==> src/rtl/npu_bus_master_pkg.sv <==
// Shared types for the NPU bus initiator: bus response/transfer encodings and FSM states.
// Latency: n/a (types and constants only).
// Backpressure: n/a.
package npu_bus_master_pkg;

    typedef enum logic {
        RespOkay  = 1'b0,
        RespError = 1'b1
    } resp_e;

    typedef enum logic [1:0] {
        TransIdle   = 2'b00,
        TransNonseq = 2'b10
    } trans_e;

    typedef enum logic [1:0] {
        StIdle  = 2'b00,
        StBurst = 2'b01,
        StDrain = 2'b10
    } state_e;

    // Every beat is one word; consecutive beats advance by this many bytes.
    localparam int unsigned BeatStride = 4;

endpackage

==> src/rtl/npu_bus_master_dff.sv <==
// Generic register with enable and asynchronous active-low reset to a parameter value.
// Latency: 1 cycle from d_i to q_o when en_i is high.
// Backpressure: none; en_i low holds the stored value.
module npu_bus_master_dff #(
    parameter int               Width  = 1,
    parameter logic [Width-1:0] RstVal = '0
) (
    input  logic             clk_i,
    input  logic             rst_ni,
    input  logic             en_i,
    input  logic [Width-1:0] d_i,
    output logic [Width-1:0] q_o
);

    always_ff @(posedge clk_i or negedge rst_ni) begin
        if (!rst_ni) begin
            q_o <= RstVal;
        end else if (en_i) begin
            q_o <= d_i;
        end
    end

endmodule

==> src/rtl/npu_bus_master.sv <==
// Bus initiator: turns burst commands into single-beat NONSEQ transfers, read data as a strobe stream.
// Latency: first address phase 1 cycle after command handshake; read strobe 2 cycles after address accept.
// Backpressure: ready_i low freezes address and data phases; write beats wait on wvalid_i.
module npu_bus_master
    import npu_bus_master_pkg::*;
#(
    parameter int DWidth   = 32,
    parameter int LenWidth = 4
) (
    input  logic                clk_i,
    input  logic                rst_ni,
    input  logic                cmd_valid_i,
    output logic                cmd_ready_o,
    input  logic                cmd_write_i,
    input  logic [DWidth-1:0]   cmd_addr_i,
    input  logic [LenWidth-1:0] cmd_len_i,
    input  logic                wvalid_i,
    input  logic [DWidth-1:0]   wdata_i,
    output logic                wready_o,
    output logic                rvalid_o,
    output logic [DWidth-1:0]   rdata_o,
    output logic                done_o,
    output logic                err_o,
    output logic                sel_o,
    output logic [1:0]          trans_o,
    output logic                write_o,
    output logic [DWidth-1:0]   addr_o,
    output logic [DWidth-1:0]   wdata_o,
    input  logic [DWidth-1:0]   rdata_i,
    input  logic                resp_i,
    input  logic                ready_i
);

    localparam int CntWidth = LenWidth + 1;

    state_e              state_q;
    state_e              state_d;
    logic [1:0]          state_raw;
    logic [CntWidth-1:0] beats_left_q;
    logic [CntWidth-1:0] beats_left_d;
    logic                write_q;
    logic [DWidth-1:0]   next_addr_q;
    logic [DWidth-1:0]   next_addr_d;
    logic [DWidth-1:0]   beat_addr;
    logic                err_flag_q;
    logic                err_flag_d;
    logic                dp_vld_q;
    logic                dp_write_q;
    logic                cmd_fire;
    logic                burst_write;
    logic                have_beat;
    logic                err_now;
    logic                load;
    logic                drain_exit;
    logic                rd_strobe;
    logic [1:0]          trans_d;

    assign state_q     = state_e'(state_raw);
    assign cmd_ready_o = (state_q == StIdle);
    assign cmd_fire    = cmd_ready_o & cmd_valid_i;
    assign err_now     = dp_vld_q & ready_i & (resp_e'(resp_i) == RespError);

    // The first beat loads in the handshake cycle itself, straight from the command inputs.
    assign burst_write = cmd_fire ? cmd_write_i : write_q;
    assign beat_addr   = cmd_fire ? cmd_addr_i : next_addr_q;
    assign have_beat   = cmd_fire
                       | ((state_q == StBurst) & (beats_left_q != '0) & !err_flag_q & !err_now);

    // ready_i high means the slot is free: either empty or its beat is accepted this cycle.
    assign load      = ready_i & have_beat & (!burst_write | wvalid_i);
    assign wready_o  = load & burst_write;
    assign rd_strobe = dp_vld_q & ready_i & !dp_write_q & !err_now & !err_flag_q;
    assign trans_d   = load ? TransNonseq : TransIdle;

    always_comb begin
        state_d    = state_q;
        drain_exit = 1'b0;
        case (state_q)
            StIdle: begin
                if (cmd_fire) begin
                    state_d = StBurst;
                end
            end
            StBurst: begin
                if (ready_i && !load && (beats_left_q == '0 || err_flag_q || err_now)) begin
                    state_d = StDrain;
                end
            end
            StDrain: begin
                if (!dp_vld_q || ready_i) begin
                    drain_exit = 1'b1;
                    state_d    = StIdle;
                end
            end
            default: state_d = StIdle;
        endcase
    end

    always_comb begin
        beats_left_d = cmd_fire ? ({1'b0, cmd_len_i} + CntWidth'(1)) : beats_left_q;
        beats_left_d = beats_left_d - CntWidth'(load);
        next_addr_d  = load ? (beat_addr + DWidth'(BeatStride)) : beat_addr;
        err_flag_d   = !cmd_fire & (err_flag_q | err_now);
    end

    npu_bus_master_dff #(.Width(2)) u_state (
        .clk_i(clk_i), .rst_ni(rst_ni), .en_i(1'b1), .d_i(state_d), .q_o(state_raw)
    );
    npu_bus_master_dff #(.Width(CntWidth)) u_beats_left (
        .clk_i(clk_i), .rst_ni(rst_ni), .en_i(cmd_fire | load), .d_i(beats_left_d), .q_o(beats_left_q)
    );
    npu_bus_master_dff #(.Width(1)) u_write (
        .clk_i(clk_i), .rst_ni(rst_ni), .en_i(cmd_fire), .d_i(cmd_write_i), .q_o(write_q)
    );
    npu_bus_master_dff #(.Width(DWidth)) u_next_addr (
        .clk_i(clk_i), .rst_ni(rst_ni), .en_i(cmd_fire | load), .d_i(next_addr_d), .q_o(next_addr_q)
    );
    npu_bus_master_dff #(.Width(1)) u_err_flag (
        .clk_i(clk_i), .rst_ni(rst_ni), .en_i(1'b1), .d_i(err_flag_d), .q_o(err_flag_q)
    );

    // Address-phase slot.
    npu_bus_master_dff #(.Width(1)) u_sel (
        .clk_i(clk_i), .rst_ni(rst_ni), .en_i(ready_i), .d_i(load), .q_o(sel_o)
    );
    npu_bus_master_dff #(.Width(2)) u_trans (
        .clk_i(clk_i), .rst_ni(rst_ni), .en_i(ready_i), .d_i(trans_d), .q_o(trans_o)
    );
    npu_bus_master_dff #(.Width(1)) u_write_o (
        .clk_i(clk_i), .rst_ni(rst_ni), .en_i(ready_i), .d_i(load & burst_write), .q_o(write_o)
    );
    npu_bus_master_dff #(.Width(DWidth)) u_addr (
        .clk_i(clk_i), .rst_ni(rst_ni), .en_i(load), .d_i(beat_addr), .q_o(addr_o)
    );
    npu_bus_master_dff #(.Width(DWidth)) u_wdata (
        .clk_i(clk_i), .rst_ni(rst_ni), .en_i(load), .d_i(burst_write ? wdata_i : '0), .q_o(wdata_o)
    );

    // Data-phase tracking: the beat accepted last cycle is now in its data phase.
    npu_bus_master_dff #(.Width(1)) u_dp_vld (
        .clk_i(clk_i), .rst_ni(rst_ni), .en_i(ready_i), .d_i(sel_o), .q_o(dp_vld_q)
    );
    npu_bus_master_dff #(.Width(1)) u_dp_write (
        .clk_i(clk_i), .rst_ni(rst_ni), .en_i(ready_i), .d_i(write_o), .q_o(dp_write_q)
    );

    npu_bus_master_dff #(.Width(1)) u_rvalid (
        .clk_i(clk_i), .rst_ni(rst_ni), .en_i(1'b1), .d_i(rd_strobe), .q_o(rvalid_o)
    );
    npu_bus_master_dff #(.Width(DWidth)) u_rdata (
        .clk_i(clk_i), .rst_ni(rst_ni), .en_i(rd_strobe), .d_i(rdata_i), .q_o(rdata_o)
    );
    npu_bus_master_dff #(.Width(1)) u_done (
        .clk_i(clk_i), .rst_ni(rst_ni), .en_i(1'b1), .d_i(drain_exit), .q_o(done_o)
    );
    npu_bus_master_dff #(.Width(1)) u_err (
        .clk_i(clk_i), .rst_ni(rst_ni), .en_i(1'b1), .d_i(drain_exit & (err_flag_q | err_now)), .q_o(err_o)
    );

endmodule
==> config.mk <==
export PLATFORM = sky130hd
export DESIGN_NAME = npu_bus_master
export DESIGN_NICKNAME = d
export VERILOG_FILES = /design/src/rtl/npu_bus_master_pkg.sv /design/src/rtl/npu_bus_master_dff.sv /design/src/rtl/npu_bus_master.sv
export SDC_FILE = /design/constraint.sdc
export NUM_CORES = 1
export LEC_CHECK = 0
export BUFFER_PORTS_ARGS = -buffer_cell sky130_fd_sc_hd__buf_2
export CAP_MARGIN = 20
export CORE_AREA = 10 10 128 130
export CTS_CLUSTER_SIZE = 24
export DETAILED_ROUTE_END_ITERATION = 8
export DIE_AREA = 0 0 138 140
export PLACE_DENSITY_LB_ADDON = 0.25
export SETUP_SLACK_MARGIN = 0.05
export SLEW_MARGIN = 10
export SYNTH_ARGS = -nofsm -noshare
export SYNTH_HDL_FRONTEND = slang
export SYNTH_SLANG_ARGS = --single-unit
==> constraint.sdc <==
create_clock -name clk_i -period 6.8 [get_ports clk_i]
set_input_delay 0.34 -clock clk_i [delete_from_list [all_inputs] [get_ports clk_i]]
set_output_delay 0.34 -clock clk_i [all_outputs]
set_load 0.005 [all_outputs]
==> flow_summary_export.csv <==
group,metric,value,unit
status,status,"finished clean",
global_route,antenna_found_initial,3,
synthesis,syn_nets,783,
synthesis,yosys-top-cells-count,"dfrtp_1, nand2_1, nand3_1",
critical_path,crit_top_cell,"buf_4",
die,rows,43,
critical_path,endpoint_kind,"output pin",
timing,tightestPinTransition,844,ps
synthesis,synthTopCellsByArea,"dfrtp_1, nand2_1, mux2i_1",
clocking,cts_setup_buffers,0,
detailed_routing,via_per_inst,5.37,
synthesis,synth_area_per_cell,10.2,sq um
synthesis,synth_warnings,0,
die,io_pins,212,
die,die_w,138,microns
critical_path,slowest_stage,"buf_4",
timing,post-route-period-util,53.2,%
synthesis,netlist_instances,673,
global_route,grt_pass1_vias,5763,
global_route,grt-ovfl-total,0,
die,start_util,49.6,%
place,io_buffers,210,
synthesis,netlist_area,6830,sq um
clocking,ctsHoldBuffers,1,
cells_and_area,final_cell_count_no_fill,1067,
critical_path,crit_path_max_fanout,63,
critical_path,cpPeakStageDelay,680,ps
clocking,path_clk_slew,70,ps
detailed_routing,via_count,5731,
critical_path,arrival,3280,ps
clocking,htree_num_levels,4,
clocking,clk_latency,430,ps
synthesis,synth.top_cell.area_share,52.7,%
timing,fmax,276,MHz
synthesis,yosysSeqAreaShare,52.7,%
clocking,tritoncts,"yes",
critical_path,cp-start-kind,"flop",
timing,tns,0,ps
cells_and_area,drive_above_1_share,33.7,%
timing,setup_violations,0,
synthesis,synth_seq_cells,144,
timing,period_minus_slack,3620,ps
global_route,track_usage,19.0,%
clocking,cts_buffer_depth,2,
clocking,ctsResizeCount,0,
critical_path,worstPathCellList,"nor3b_4, buf_4, mux2i_1, o211a_1, buf_4, and2_1, buf_2",
detailed_routing,drt_pass1_iterations,7,
timing,hold_viol_final,0,
clocking,cts_num_sinks,144,
detailed_routing,antenna_left,0,
power,vdd_ir_drop_max,184,uV
die,core-area,13800,sq um
timing,slew_headroom,43.7,%
synthesis,yosysTopAreaCell,"dfrtp_1",
detailed_routing,wl,18600,microns
run,cap_viol_max_count,0,
detailed_routing,avgRoutedWirePerCell,17.5,microns
place,gp_routability_congestion,0.880,
critical_path,worstSetupPathType,"reg -> out",
min_path,hold_class,"in -> reg",
synthesis,synth.distinct_cells,55,
global_route,grt_start_max_net_pins,89,
synthesis,async_flop_share,100,%
detailed_routing,drc,0,
cells_and_area,nNetsFinal,983,
cells_and_area,syn_to_final_growth,26.4,%
synthesis,synth-edff-count,0,
power,p_per_area,452,nW/um^2
synthesis,synthFlopType,"dfrtp_1",
clocking,cts_buffers,17,
timing,rsz0062_at_grt,"no",
timing,clock_skew,7.97,ps
power,p_leak,4.25,nW
critical_path,critPathBufInv,3,
timing,finalHoldWorstSlack,126,ps
detailed_routing,drtIter0Drc,450,
place,dp_hpwl,13500,microns
clocking,cts_root_buf,"clkbuf_16",
die,die_area,19300,sq um
synthesis,yosysMostFrequentCell,"dfrtp_1",
timing,slew_violations,0,
place,dp_cells,1031,
global_route,grt_pass1_wl,30300,microns
die,fp.dieH,140,microns
critical_path,required,6460,ps
critical_path,path_delay_family,"buffers and inverters",
-- per-layer routing --
| layer | vias to the layer above | routed length [microns] | global-route usage, % |
|---|---|---|---|
| li1 | 2734 | - | - |
| met1 | 2738 | 7780 | 22.8 |
| met2 | 222 | 9000 | 30.5 |
| met3 | 33 | 1510 | 7.37 |
| met4 | 4 | 326 | 7.05 |
| met5 | - | 31 | 0 |
-- placed cells by master, fill, tap and decap left out, drive strengths merged, types with 3 or more instances in the layout --
| cell | count |
|---|---|
| a21oi | 7 |
| a31o | 3 |
| a31oi | 5 |
| and2 | 5 |
| and3 | 6 |
| buf | 219 |
| clkbuf | 18 |
| clkinvlp | 3 |
| dfrtp | 144 |
| ha | 3 |
| inv | 15 |
| mux2 | 36 |
| mux2i | 40 |
| nand2 | 138 |
| nand3 | 66 |
| nand4 | 11 |
| nor2 | 22 |
| nor2b | 3 |
| nor3 | 14 |
| nor4 | 10 |
| o21ai | 37 |
| xnor2 | 15 |
| xor2 | 27 |
-- cell type report --
type                    instances  area (sq um)
diodes                          1          2.50
clock buffers                  18           439
fillers                      1194          5130
multi-input cells             483          3030
clock inverters                14           148
well taps                     180           225
flip-flops and latches        144          3600
repair buffers                220          1160
inverters                       7          26.3
-- report_power, final --
| group | switching [mW] | total (mW) | internal (mW) |
|---|---|---|---|
| sequential | 0.259 | 1.52 | 1.26 |
| clock | 0.399 | 0.925 | 0.527 |
| combinational | 0.817 | 1.46 | 0.646 |
| total | 1.48 | 3.91 | 2.43 |
-- logic make-up (layout without fill, tap and decap cells) --
group / after synthesis / in the layout / synth area share, %
and+or+nand+nor: 288 / 288 / 19.6
DFF: 144 / 144 / 52.7
muxes: 76 / 76 / 11.8
AOI/OAI and AO/OA: 73 / 73 / 6.72
buffers and inverters: 46 / 259 / 3.06
xor gates and xnor gates: 42 / 42 / 5.38
adders and majority gates: 3 / 3 / 0.549
other: 1 / 2 / 0.0549
-- worst reg2reg max path: stages, from the launching register on --
cell and delay (ps):
dfrtp_1 440, nor3b_4 210, buf_4 680, mux2i_1 350, inv_1 120, ha_1 230
nand2_1 70, mux2_2 320, or4_4 550, o32a_1 350, nor2_1 100
-- worst paths after layout --
check	slack, ps	endpoint	startpoint	depth (start not counted)
max in group asynchronous	5200	u_addr.q_o[11]	rst_ni	4
max	3180	wready_o	u_state.q_o[1]	7
min reg2reg	460	u_wdata.q_o[2]	u_wdata.q_o[2]	2
max reg2reg	3300	u_next_addr.q_o[28]	u_state.q_o[1]	10
min in group asynchronous	440	u_addr.q_o[24]	rst_ni	2
min	130	u_wdata.q_o[12]	wdata_i[12]	3
-- stage by stage --
step / power [mW] / util, % / setup WS, ps / cell area [sq um]
floorplan: 2.40 / - / 3660 / 6830
global placement: 2.92 / 58.1 / 3490 / 8000
detailed placement: 3.00 / 58.1 / 3330 / 8000
CTS: 3.94 / 62.4 / 3160 / 8590
global route: 4.20 / 62.7 / 2960 / 8640
finish: 3.91 / 62.7 / 3180 / 8640
-- flip-flops by register name, indices dropped and copies added (netlist names) --
register / cells
u_trans.q_o: 1
u_rdata.q_o: 32
u_done.q_o: 1
u_err_flag.q_o: 1
u_err.q_o: 1
u_beats_left.q_o: 5
u_write_o.q_o: 1
u_write.q_o: 1
u_addr.q_o: 32
u_wdata.q_o: 32
u_rvalid.q_o: 1
u_next_addr.q_o: 32
u_dp_vld.q_o: 1
u_state.q_o: 2
u_dp_write.q_o: 1
Note: power is estimated with default switching activity, not from simulation.
